==> config.mk <==
export PLATFORM = sky130hd
export DESIGN_NAME = mac_seq_ctrl
export DESIGN_NICKNAME = d
export VERILOG_FILES = /design/src/rtl/mac_seq_ctrl.sv
export SDC_FILE = /design/constraint.sdc
export NUM_CORES = 1
export LEC_CHECK = 0
export BUFFER_PORTS_ARGS = -buffer_cell sky130_fd_sc_hd__buf_2
export CORE_MARGIN = 8
export CORE_UTILIZATION = 45
export CTS_CLUSTER_SIZE = 25
export DETAILED_ROUTE_END_ITERATION = 7
export PLACE_DENSITY_LB_ADDON = 0.12
export SYNTH_ARGS = -nofsm -noshare
export SYNTH_HDL_FRONTEND = slang
export SYNTH_SLANG_ARGS = --single-unit
==> constraint.sdc <==
create_clock -name clk -period 8.6 [get_ports clk]
set_clock_uncertainty 0.1 [all_clocks]
set_input_delay 0.43 -clock clk [delete_from_list [all_inputs] [get_ports clk]]
set_output_delay 0.43 -clock clk [all_outputs]
set_load 0.02 [all_outputs]
==> src/rtl/mac_seq_ctrl.sv <==
// Weighted-sum sequencer: walks a 9:1 operand mux and accumulates Q8.8 products.
// The result is the accumulator scaled back to Q8.8 and saturated to 16 bits.
module mac_seq_ctrl (
  input  logic        clk,
  input  logic        rst,
  input  logic        start,
  input  logic [3:0]  length,
  output logic [3:0]  select,
  input  logic [15:0] mux_data,
  input  logic [15:0] weight,
  output logic        busy,
  output logic        res_valid,
  input  logic        res_ready,
  output logic [15:0] result
);

  // state | meaning
  // IDLE  | waiting for start with a non-zero length
  // RUN   | one product accumulated per cycle, select = operand counter
  // DONE  | result presented, held until res_ready
  typedef enum logic [1:0] {IDLE, RUN, DONE} state_t;

  state_t             state_q, state_d;
  logic signed [35:0] acc_q, acc_d;
  logic [3:0]         cnt_q, cnt_d;
  logic [3:0]         len_q, len_d;

  logic signed [31:0] product;
  logic signed [27:0] shifted;
  logic               start_ok;
  logic [3:0]         len_eff;

  assign product  = $signed(mux_data) * $signed(weight);
  assign start_ok = start && (length != 4'd0);
  assign len_eff  = (length > 4'd9) ? 4'd9 : length;
  // Dropping the low 8 bits of a two's complement value rounds toward -inf
  assign shifted  = acc_q[35:8];

  always_comb begin
    state_d = state_q;
    acc_d   = acc_q;
    cnt_d   = cnt_q;
    len_d   = len_q;
    case (state_q)
      IDLE: begin
        if (start_ok) begin
          acc_d   = '0;
          cnt_d   = '0;
          len_d   = len_eff;
          state_d = RUN;
        end
      end
      RUN: begin
        acc_d = acc_q + {{4{product[31]}}, product};
        cnt_d = cnt_q + 4'd1;
        if (cnt_q == len_q - 4'd1) begin
          state_d = DONE;
        end
      end
      DONE: begin
        if (res_ready) begin
          if (start_ok) begin
            acc_d   = '0;
            cnt_d   = '0;
            len_d   = len_eff;
            state_d = RUN;
          end else begin
            state_d = IDLE;
          end
        end
      end
      default: state_d = IDLE;
    endcase
  end

  always_comb begin
    select    = 4'd0;
    busy      = 1'b0;
    res_valid = 1'b0;
    result    = 16'd0;
    case (state_q)
      RUN: begin
        select = cnt_q;
        busy   = 1'b1;
      end
      DONE: begin
        res_valid = 1'b1;
        if (shifted > 28'sd32767) begin
          result = 16'h7FFF;
        end else if (shifted < -28'sd32768) begin
          result = 16'h8000;
        end else begin
          result = shifted[15:0];
        end
      end
      default: ;
    endcase
  end

  always_ff @(posedge clk or posedge rst) begin
    if (rst) begin
      state_q <= IDLE;
      acc_q   <= '0;
      cnt_q   <= '0;
      len_q   <= '0;
    end else begin
      state_q <= state_d;
      acc_q   <= acc_d;
      cnt_q   <= cnt_d;
      len_q   <= len_d;
    end
  end

endmodule

==> results.json <==
{
  "outcome": "completed",
  "syn_avg_cell_area_um2": 8.66,
  "yosysMostFrequentCell": "inv_1",
  "ys_types": 54,
  "place_congestion": 0.878,
  "critPathKind": "in2reg",
  "antenna_found_initial": 0,
  "required_ns": 8.68,
  "antenna_cells": 0,
  "drv_slew": 0,
  "synth_top_area_cell": "fa_1",
  "hpwl_mm": 27.9,
  "final_net_count": 2086,
  "pre_cts_slack_ns": 0.0245,
  "max_freq_ghz": 0.123,
  "grt.overflow.total": 0,
  "drtPass1Iterations": 5,
  "endpoint_kind": "register",
  "fin_crit_sh_pct": 94.5,
  "hold_path_class": "in2reg",
  "portBuffers": 61,
  "routedWlPerCell_um": 15.5,
  "grt_most_used_layer": "met2",
  "start_util_pct": 45.3,
  "arrival_ns": 8.21,
  "syn-cell-area_um2": 13800,
  "synth_warnings": 0,
  "cts_tree": "yes",
  "num_vias": 10500,
  "cp_top_family": "adder cells",
  "dieArea_um2": 36500,
  "cts.root.buffer_cell": "clkbuf_16",
  "tightest_slew_ns": 1.09,
  "viasPerCell": 5.11,
  "grt_use_met1_pct": 25.2,
  "core_um2": 30400,
  "syn_nets": 2016,
  "post-route-min-period_ns": 8.13,
  "area_delta_synth_final_pct": 8.66,
  "grt_usage_pct": 18.4,
  "n_fill_cell": 2978,
  "final-setup-viol-count": 0,
  "grt_use_met2_pct": 32.6,
  "synth_area_leaders": "fa_1 38%, ha_1 11%, inv_1 9.2%",
  "postSynth.asyncResetShare_pct": 100,
  "critPathSlowestCell": "fa_1",
  "finalWirelength_mm": 31.9,
  "ios": 62,
  "row_count": 64,
  "seq_area_um2": 1150,
  "drive_gt1_share_pct": 8.29,
  "synth_ff_type": "dfrtp_1",
  "clockBufferDepth": 2,
  "synth.top_cells.by_count": "340 x inv_1, 263 x fa_1, 179 x nand2_1",
  "grt_pass1_vias": 11000,
  "first_iter_violations": 479,
  "rsz0062_at_grt": "no",
  "ys_seq_area_share_pct": 8.34,
  "slew_headroom_pct": 27.2,
  "numCtsBuffers": 5,
  "grt_pass1_wl_mm": 55.0,
  "holdWs_ns": 0.250,
  "clock-sinks": 46,
  "crit_path_frequent_cell": "fa_1",
  "multi_input_area_um2": 11200,
  "clock_latency_ns": 0.29,
  "grtUsageMet3_pct": 0.967,
  "hold_viol": 0,
  "netlist_instances": 1594,
  "synth_edf_count": 0,
  "drv_cap": 0,
  "drc_errors": 0,
  "htreeDepth": 2,
  "grt_max_degree": 60,
  "fin_tns_setup_ns": 0,
  "chipWidth_um": 191,
  "ys_ff_latch": 46,
  "setup_ws_ns": 0.475,
  "antenna_left": 0,
  "crit_fanout": 12,
  "clk_pin_slew_ns": 0.07,
  "cpPeakStageDelay_ns": 0.55,
  "cp_num_buf_inv": 7,
  "startpoint_type": "input pin",
  "die_h_um": 191,
  "synth_top_area_share_pct": 38.2
}
-- metrics by stage --
step / cell area [µm²] / util (%) / cells
floorplan: 13800 / - / 1594
global placement: 14800 / 48.7 / 2053
detailed placement: 14800 / 48.7 / 2053
CTS: 15000 / 49.2 / 2061
global route: 15000 / 49.3 / 2061
finish: 15000 / 49.3 / 2061
-- cells by family after synthesis --
logic type	count (synthesis)	synth area share [%]
flops	46	8.34
buf+inv	392	10.7
simple gates	479	17.0
fa+ha+maj	382	48.9
xor+xnor	71	4.51
mux	3	0.227
compound gates	221	10.3
-- path summary, 6_finish.rpt --
kind,slack (ns),cells after the start,startpoint,endpoint
worst max-delay path,0.47,32,weight[6],acc_q[31]$_DFFE_PP0P_
worst min-delay path,0.25,2,res_ready,state_q[1]$_DFFE_PP0P_
worst max register to register,5.24,10,acc_q[8]$_DFFE_PP0P_,acc_q[35]$_DFFE_PP0P_
worst min register to register,0.39,2,acc_q[3]$_DFFE_PP0P_,acc_q[3]$_DFFE_PP0P_
max in group asynchronous,7.52,2,rst,acc_q[32]$_DFFE_PP0P_
min in group asynchronous,0.28,2,rst,acc_q[13]$_DFFE_PP0P_
-- routing by layer --
layer	share of wire, %	vias to the layer above
met5	0	-
met4	0.90	0
met3	2.0	19
met2	52	109
met1	45	5304
li1	-	5093
-- timing repair --
action / in CTS / in global routing
hold buffers: 0 / 0
setup endpoints to repair: 0 / 6
gates resized for setup: 0 / 5
setup buffers: 0 / 0
hold endpoints to repair: 0 / 0
-- worst reg2reg max path: stages, from the launching register on --
cell      delay, ns
dfrtp_1        0.42
ha_1           0.41
and2_1         0.20
or4_1          0.48
o21ai_2        0.26
o31ai_2        0.21
a221oi_1       0.52
a21oi_1        0.15
xnor2_1        0.16
or3_1          0.32
nand3_1        0.08
-- sequential cells by signal, summed over array words and instances (netlist names) --
signal / count
acc_q: 36
cnt_q: 4
len_q: 4
state_q: 2
-- layout by cell type, fill, tap and decap left out, types with 5 or more instances in the layout --
cell,Yosys,routed
inv_1,340,339
fa_1,263,263
nand2_1,179,179
and2_1,128,128
ha_1,119,119
nor2_1,76,75
buf_2,0,60
a21oi_1,57,57
o21ai_0,54,54
buf_4,0,54
dfrtp_1,46,46
xnor2_1,44,44
xor2_1,27,27
a21o_1,26,26
nand3_1,19,19
o22ai_1,16,16
nand2b_1,15,14
a211oi_1,12,11
nand4_1,10,10
nor3_1,9,9
nor2b_1,8,8
nor3b_1,8,8
o21a_1,7,7
o21bai_1,7,7
and3_1,6,6
nor4_1,5,5
o211ai_1,5,5
clkbuf_16,0,5
-- area by class of cell --
| type | instances | share of cell area (%) |
|---|---|---|
| clock inverters | 1 | 0.0584 |
| inverters | 340 | 8.51 |
| well taps | 396 | 3.30 |
| clock buffers | 7 | 0.951 |
| multi-input cells | 1156 | 74.7 |
| repair buffers | 115 | 4.76 |
| flip-flops and latches | 46 | 7.68 |
Power is left out: the tool's default activity adds up to more than one toggle a clock period on the data nets, which glitch-free logic cannot reach.
